**src/rtl/cpu_pkg.sv**
```systemverilog
// Shared definitions for the 16-bit controller: opcodes, instruction layout, FSM states, register names.
// Pure declarations; no logic.
package cpu_pkg;

    localparam int OP_MSB  = 15;
    localparam int OP_LSB  = 12;
    localparam int RD_MSB  = 11;
    localparam int RD_LSB  = 10;
    localparam int RS_MSB  = 9;
    localparam int RS_LSB  = 8;
    localparam int IMM_MSB = 7;
    localparam int IMM_LSB = 0;

    localparam logic [3:0] OP_NOP  = 4'h0;
    localparam logic [3:0] OP_ADD  = 4'h1;
    localparam logic [3:0] OP_SUB  = 4'h2;
    localparam logic [3:0] OP_AND  = 4'h3;
    localparam logic [3:0] OP_OR   = 4'h4;
    localparam logic [3:0] OP_LI   = 4'h5;
    localparam logic [3:0] OP_ADDI = 4'h6;
    localparam logic [3:0] OP_BEQZ = 4'h7;
    localparam logic [3:0] OP_JMP  = 4'h8;
    localparam logic [3:0] OP_HALT = 4'hF;

    localparam logic [1:0] S0 = 2'd0;
    localparam logic [1:0] S1 = 2'd1;
    localparam logic [1:0] T0 = 2'd2;
    localparam logic [1:0] T1 = 2'd3;

    typedef struct packed {
        logic [OP_MSB-OP_LSB:0]   op;
        logic [RD_MSB-RD_LSB:0]   rd;
        logic [RS_MSB-RS_LSB:0]   rs;
        logic [IMM_MSB-IMM_LSB:0] imm;
    } instr_t;

    typedef enum logic [2:0] {
        FETCH,
        DECODE,
        READ_B,
        WB,
        HALT
    } state_t;

    function automatic logic [15:0] sext8(input logic [7:0] v);
        return {{8{v[7]}}, v};
    endfunction

    // Opcodes 9..E are unassigned.
    function automatic logic is_illegal(input logic [3:0] op);
        return (op >= 4'h9) && (op <= 4'hE);
    endfunction

endpackage

```
**src/rtl/alu16.sv**
```systemverilog
// 16-bit ALU for ADD/SUB/AND/OR; ADDI reuses the adder.
// Combinational, zero latency; no flow control.
module alu16
    import cpu_pkg::*;
(
    input  logic [3:0]  op,
    input  logic [15:0] a,
    input  logic [15:0] b,
    output logic [15:0] result
);

    always_comb begin
        result = a + b;
        case (op)
            OP_ADD,
            OP_ADDI: result = a + b;
            OP_SUB:  result = a - b;
            OP_AND:  result = a & b;
            OP_OR:   result = a | b;
            default: result = a + b;
        endcase
    end

endmodule

```
**src/rtl/control_unit.sv**
```systemverilog
// Multi-cycle fetch/decode/execute controller driving an external 4-entry register bank.
// 2-4 cycles per instruction, one in flight; no backpressure, HALT is absorbing until reset.
module control_unit
    import cpu_pkg::*;
#(
    parameter int PC_W = 8
) (
    input  logic            clock,
    input  logic            reset_n,
    input  logic [15:0]     mem_data,
    output logic [PC_W-1:0] mem_addr,
    input  logic [15:0]     reg_val,
    output logic            WR,
    output logic [1:0]      rs,
    output logic [1:0]      rd,
    output logic [15:0]     data,
    output logic            halted,
    output logic            illegal
);

    state_t          state, state_nxt;
    logic [PC_W-1:0] pc, pc_nxt;
    instr_t          ir, ir_nxt;
    logic [15:0]     op_a, op_a_nxt;
    logic [15:0]     result, result_nxt;
    logic [15:0]     imm_sext;
    logic [15:0]     alu_b;
    logic [15:0]     alu_y;

    assign imm_sext = sext8(ir.imm);
    // In READ_B reg_val holds R[rd]; op_a holds R[rs] captured in DECODE.
    assign alu_b    = (ir.op == OP_ADDI) ? imm_sext : op_a;

    alu16 u_alu (
        .op     (ir.op),
        .a      (reg_val),
        .b      (alu_b),
        .result (alu_y)
    );

    always_ff @(posedge clock or negedge reset_n) begin
        if (!reset_n) begin
            state  <= FETCH;
            pc     <= '0;
            ir     <= '0;
            op_a   <= '0;
            result <= '0;
        end else begin
            state  <= state_nxt;
            pc     <= pc_nxt;
            ir     <= ir_nxt;
            op_a   <= op_a_nxt;
            result <= result_nxt;
        end
    end

    always_comb begin
        state_nxt  = state;
        pc_nxt     = pc;
        ir_nxt     = ir;
        op_a_nxt   = op_a;
        result_nxt = result;
        case (state)
            FETCH: begin
                ir_nxt    = instr_t'(mem_data);
                pc_nxt    = pc + 1'b1;
                state_nxt = DECODE;
            end
            DECODE: begin
                op_a_nxt = reg_val;
                case (ir.op)
                    OP_ADD, OP_SUB, OP_AND, OP_OR, OP_ADDI: begin
                        state_nxt = READ_B;
                    end
                    OP_LI: begin
                        result_nxt = imm_sext;
                        state_nxt  = WB;
                    end
                    OP_BEQZ: begin
                        // pc already points past the branch, so the offset is relative to pc+1.
                        if (reg_val == 16'h0000) begin
                            pc_nxt = pc + PC_W'(imm_sext);
                        end
                        state_nxt = FETCH;
                    end
                    OP_JMP: begin
                        pc_nxt    = PC_W'(ir.imm);
                        state_nxt = FETCH;
                    end
                    OP_HALT: begin
                        state_nxt = HALT;
                    end
                    default: begin
                        state_nxt = FETCH;
                    end
                endcase
            end
            READ_B: begin
                result_nxt = alu_y;
                state_nxt  = WB;
            end
            WB: begin
                state_nxt = FETCH;
            end
            HALT: begin
                state_nxt = HALT;
            end
            default: begin
                state_nxt = FETCH;
            end
        endcase
    end

    // WR decodes straight from state so an asynchronous reset in WB kills the write.
    assign WR       = (state == WB);
    assign rs       = (state == READ_B) ? ir.rd : ir.rs;
    assign rd       = ir.rd;
    assign data     = result;
    assign mem_addr = pc;
    assign halted   = (state == HALT);
    assign illegal  = (state == DECODE) && is_illegal(ir.op);

endmodule

```
**config.mk**
```make
export PLATFORM = sky130hd
export DESIGN_NAME = control_unit
export DESIGN_NICKNAME = d
export VERILOG_FILES = /design/src/rtl/cpu_pkg.sv /design/src/rtl/alu16.sv /design/src/rtl/control_unit.sv
export SDC_FILE = /design/constraint.sdc
export NUM_CORES = 1
export LEC_CHECK = 0
export CAP_MARGIN = 20
export CORE_MARGIN = 10
export CORE_UTILIZATION = 42
export CTS_CLUSTER_SIZE = 28
export DETAILED_ROUTE_END_ITERATION = 12
export GPL_TIMING_DRIVEN = 0
export HOLD_SLACK_MARGIN = 0.02
export SETUP_SLACK_MARGIN = 0.1
export SKIP_LAST_GASP = 1
export SLEW_MARGIN = 20
export SYNTH_ARGS = -nofsm -noshare
export SYNTH_HDL_FRONTEND = slang
export SYNTH_SLANG_ARGS = --single-unit
```
**constraint.sdc**
```tcl
create_clock -name clock -period 10.3 [get_ports clock]
set_input_delay 1.03 -clock clock [delete_from_list [all_inputs] [get_ports clock]]
set_output_delay 1.03 -clock clock [all_outputs]
set_load 0.03 [all_outputs]
```
# Word level (Yosys, flattened, before mapping)
# Index checks and enable logic that the tools add are counted.
classes:
  n_addsub: 4
  order_cmp: 2
  n_eq_ne: 16
  mux: 10
  n_bitwise: 2
  n_reduce_logical: 9
op_table:
  columns: ["operator", "count"]
  rows:
  - ["$pmux 16 s3", 1]
  - ["$mux 16", 2]
  - ["$pmux 16 s2", 1]
  - ["$pmux 8 s2", 2]
  - ["$add 16x16->16", 1]
  - ["$and 16x16->16", 1]
  - ["$eq 4x3->1 const B", 4]
  - ["$logic_not 16->1", 1]
  - ["$or 16x16->16", 1]
  - ["$sub 16x16->16", 1]
  - ["$pmux 3 s4", 1]
  - ["$pmux 3 s3", 1]
  - ["$add 8x1->8 const B", 1]
  - ["$add 8x8->8", 1]
  - ["$eq 4x2->1 const B", 2]
  - ["$eq 4x4->1 const B", 2]
  - ["$mux 8", 1]
  - ["$eq 3x2->1 const B", 2]
  - ["$reduce_or 5->1", 1]
  - ["$eq 4x1->1 const B", 1]
  - ["$ge 4x4->1 const B", 1]
  - ["$le 4x4->1 const B", 1]
  - ["$reduce_bool 2->1", 2]
  - ["$eq 3x1->1 const B", 1]
  - ["other kinds (9)", 10]
totals:
  reg_bits: 59
  output_inout_bits: 31
  word_cells: 51

# Depth between registers and ports, before layout
logic_depth:
  word_depth: 5
  ltp_mapped: 16
  ltp_nobuf: 14

# Modules after synthesis
# From an unflattened synthesis, not the netlist that was laid out.
hier_totals:
  cells_unflattened: 584
  area_unflattened_um2: 4680.7
modules_own_cells:
  columns: ["mod", "instances", "cells_per_inst", "area_each_um2"]
  rows:
  - ["control_unit", 1, 392, 3235.6]
  - ["alu16", 1, 192, 1445.1]

# Least setup slack after synthesis
# Ideal clock, no wire load.
synth_path:
  path_type: "flip-flop to flip-flop"
  from: "reg op_a[3]"
  to: "reg result[15], in the netlist data[15]"
  setup_time_ns: 0.131
  t_arrival_ns: 3.295
  setup_slack_ns: 6.874
  stages_incl_launch_ff: 14
  path_buffers: 0
  path_cell_list: "dfrtp_1 or4_4 o31ai_1 o21ai_1 o31ai_1 xnor2_1 o21ai_1 ha_1 a21oi_1 nand2b_1 or3_1 o31ai_1 xnor2_1 o31ai_2"
synth_via:
  elab_chain_len: 4
  word_cells_on_any_way: 5
synth_lines:
  columns: ["item", "line_no", "text"]
  rows:
  - ["start: declaration", "control_unit.sv:24", "logic [15:0] op_a, op_a_nxt;"]
  - ["start signal: assignment", "control_unit.sv:52", "op_a <= op_a_nxt;"]
  - ["$mux 16 (*)", "control_unit.sv:32", "assign alu_b = (ir.op == OP_ADDI) ? imm_sext : op_a;"]
  - ["$add 16x16->16 / $sub 16x16->16 (equally long branches)", "alu16.sv:16, alu16.sv:20, alu16.sv:17", null]
  - ["$pmux 16 s3 (*)", "alu16.sv:14", "case (op)"]
  - ["$pmux 16 s2 (*)", "control_unit.sv:63", "case (state)"]
  - ["end signal: assignment", "control_unit.sv:53", "result <= result_nxt;"]
  - ["end: declaration", "control_unit.sv:25", "logic [15:0] result, result_nxt;"]
# Every way passes the cells marked *; elsewhere a longest branch is shown, timed or not.
# A chain may end at the register's enable or synchronous reset.

# Worst setup path after layout
layout_path:
  from: "reg ir[14] in the netlist's numbering"
  to: "reg result[10], in the netlist data[10]"
layout_via:
  elab_chain_len: 5
  word_cells_on_any_way: 14
layout_lines:
  columns: ["item", "line_no", "text"]
  rows:
  - ["start: declaration", "control_unit.sv:23", "instr_t ir, ir_nxt;"]
  - ["start signal: assignment", "control_unit.sv:51", "ir <= ir_nxt;"]
  - ["$eq 4x3->1", "alu16.sv:14, control_unit.sv:32", null]
  - ["$mux 16", "control_unit.sv:32", null]
  - ["$add 16x16->16, or another cell as far along", "alu16.sv:16, alu16.sv:20", null]
  - ["$pmux 16 s3", "alu16.sv:14", null]
  - ["$pmux 16 s2", "control_unit.sv:63", null]
# Several ways; a longest one is shown, not always the timed one.

==> summary.md <==
| Metric | Value |
|---|---|
| Synth Flop Type | dfrtp_1 |
| Area Overhead vs Synth | 23.13% |
| Synthesized flop and latch total | 59 |
| Switching share of power | 0.5066 |
| Die area | 0.01555 sq mm |
| Final core utilization | 0.5252 |
| Top cell type's share of synthesized area | 0.3207 |
| Crit Path Max Fanout | 10 |
| Sequential power share | 0.204 |
| Die Span X | 124.7 um |
| Post-route minimum period | 4.324 ns |
| RSZ-0062 raised after global routing | false |
| Yosys Warn Count | 0 |
| Final GP Congestion | 0.9548 |
| 1st-iter DRT viols | 323 |
| DR WL/cell | 19.12 um |
| CP arrival | 4.55 ns |
| Setup TNS | 0 ns |
| Simple-Gate Fraction of Synth Area | 0.2248 |
| Hpwl dp | 11750 um |
| Synth area leader | dfrtp_1 |
| Antenna cells | 0 |
| Crit path required time | 10.53 ns |
| Final Cycle Share | 0.4198 |
| Vias in the first global route | 4393 |
| Post-CTS sizing | 0 |
| Clk sinks | 59 |
| Int Pwr | 1191 uW |
| Adder-cell area share of the yosys netlist | 0.07665 |
| Largest net degree at the start of global routing | 41 |
| Mux contribution to synthesized area | 0.06252 |
| H-tree depth | 3 |
| TritonCTS clock tree | built |
| Vias | 4498 |
| Final Skew | 0.01436 ns |
| Slew @ Worst Pin | 0.9832 ns |
| Fin worst setup slack | 5.976 ns |
| Max_slew headroom | 0.3428 |
| Worst min-delay path class | reg2reg |
| Final Max Slew Viols | 0 |
| Initial Util | 0.4265 |
| Die Span Y | 124.7 um |
| Post-synth EDFFs | 0 |
| Largest family of logic cells by synthesized area | simple AND/OR/NAND/NOR gates |
| Worst vdd ir | 0.0001648 V |
| Core Rows | 38 |
| Setup Buffers After CTS | 0 |
| Global Route Usage Sum | 0.1903 |
| Share of cells above drive strength 1 | 0.06056 |
| DRT Wirelength | 14990 um |
| Syn Inst Count | 563 |
| Yosys cell types | 60 |
| Logic pwr share | 0.694 |
| Clk pwr share | 0.101 |
| Worst setup SP type | register |
| Compound-Gate Fraction of Synth Area | 0.2169 |
| Hold buffer count at CTS | 0 |
| # setup viols final | 0 |
| Setup crit end kind | register |
| Grt total ovfl | 0 |
| First-pass GRT wire length | 24180 um |
| Drt drc | 0 |
| Design area | 0.005668 sq mm |
| Power Dens Cells | 425.8 mW/mm^2 |
| Crit Path Category | reg2reg |
| Area after DPL | 0.005441 sq mm |
| Routed Antenna Nets | 0 |
| Post-synth top cells | nand2_1, dfrtp_1, a21oi_1 |
| Total CTS buffers | 9 |
| Clk buf depth | 2 |
| Outcome | completed |
| Sequential-to-total area share from yosys stat | 0.3207 |
| Vias per cell | 5.737 |
| Final nets | 700 |
| Core Area | 0.01079 sq mm |
| I/O pins | 65 |
| Hold Fails Final Rpt | 0 |
| Port Buffers | 64 |
| Synth Area per Inst | 8.176 sq um |
| Async S/R FF share, synth | 1.000 |
| Xor/xnor share of the synthesized area | 0.05898 |
| Max Clk Rate | 0.2313 GHz |
| Initial antenna violation count | 0 |
| Clock transition at the registers of the reported paths | 0.08 ns |
| Root Driver | clkbuf_8 |
| Top cells by area, synth | dfrtp_1, ha_1, nand2_1 |
| Place WS | 6.093 ns |
| DR pass1 iterations | 5 |
| R2r setup slk | 5.98 ns |
| Post-synthesis cell area | 0.004603 sq mm |
| Max Cap Viol | 0 |
| Net Sw Power | 1223 uW |
| Total power | 2413 uW |
| Post-Synthesis Net Count | 624 |
| Lkg Pwr | 0.002380 uW |
| Most frequent cell after synthesis | nand2_1 |
| Clock Latency Late Sink | 0.36 ns |
## registers in the layout, summed over array words and instances, names as in the netlist
name,cells
state,3
imm_sext,8
ir,6
mem_addr,8
op_a,16
data,16
rd,2
## stage by stage
| stage | hold slack [ns] | instances |
|---|---|---|
| floorplan | 0.4580 | 563 |
| global placement | 0.4715 | 767 |
| detailed placement | 0.4897 | 768 |
| CTS | 0.5079 | 784 |
| global route | 0.5335 | 784 |
| finish | 0.5004 | 784 |
## final timing paths
kind / startpoint / end / depth (start not counted)
max: ir[14] / data[10] / 15
min: ir[9] / ir[9] / 1
max reg2reg: ir[14] / data[10] / 15
min reg2reg: ir[9] / ir[9] / 1
max in group asynchronous: reset_n / data[8] / 2
min in group asynchronous: reset_n / ir[12] / 1
## critical path, stage by stage, from the launching register on
cell and delay (ns):
dfrtp_1 0.36, buf_2 0.22, nor4bb_1 0.53, buf_2 0.36, buf_1 0.44, nor3_1 0.10
nor3_1 0.19, xor2_1 0.17, ha_1 0.29, a21o_1 0.19, a21oi_1 0.30, o21ai_1 0.18
a21oi_1 0.24, xnor2_1 0.10, a221oi_1 0.44, nor2_1 0.07
## metal layers
metal  share of wire  GRT usage
met1            0.48     0.2659
met5               0          0
met2            0.44     0.2882
met3           0.061    0.03362
met4           0.012    0.06032
## cell usage in the layout (no fill, tap or decap), drive strengths merged, types with 13 or more instances in the layout
cell and count:
nor3 25, inv 17, clkbuf 27, ha 25, a21oi 46, nand3 13, dfrtp 59, mux2i 13
nor2 37, xnor2 21, clkdlybuf4s50 63, o21ai 52, nand2 83, mux2 14
## power by group through the flow
stage                     Clock, uW  Sequential, uW  Combinational, uW
final                           245             493               1680
after global routing            259             511               1850
after CTS                       248             489               1670
after detailed placement          0             494               1660
after global placement            0             490               1640
after floorplan                   0             535               1150
## final cells by class
type | instances | area, sq um
inverters | 18 | 67.56
flip-flops and latches | 59 | 1476
well taps | 140 | 175.2
multi-input cells | 459 | 2950
clock inverters | 6 | 88.84
clock buffers | 10 | 137.6
fillers | 1039 | 5125
plain buffers | 27 | 113.9
repair buffers | 65 | 658.1
## logic make-up (layout without fill, tap and decap cells)
kind of cell / count (synthesis) / after routing
DFF: 59 / 59
xor gates and xnor gates: 31 / 31
adders and majority gates: 27 / 27
buffers and inverters: 45 / 126
muxes: 27 / 27
and+or+nand+nor: 211 / 211
AOI/OAI and AO/OA: 163 / 163
Note: power is estimated with default switching activity, not from simulation.
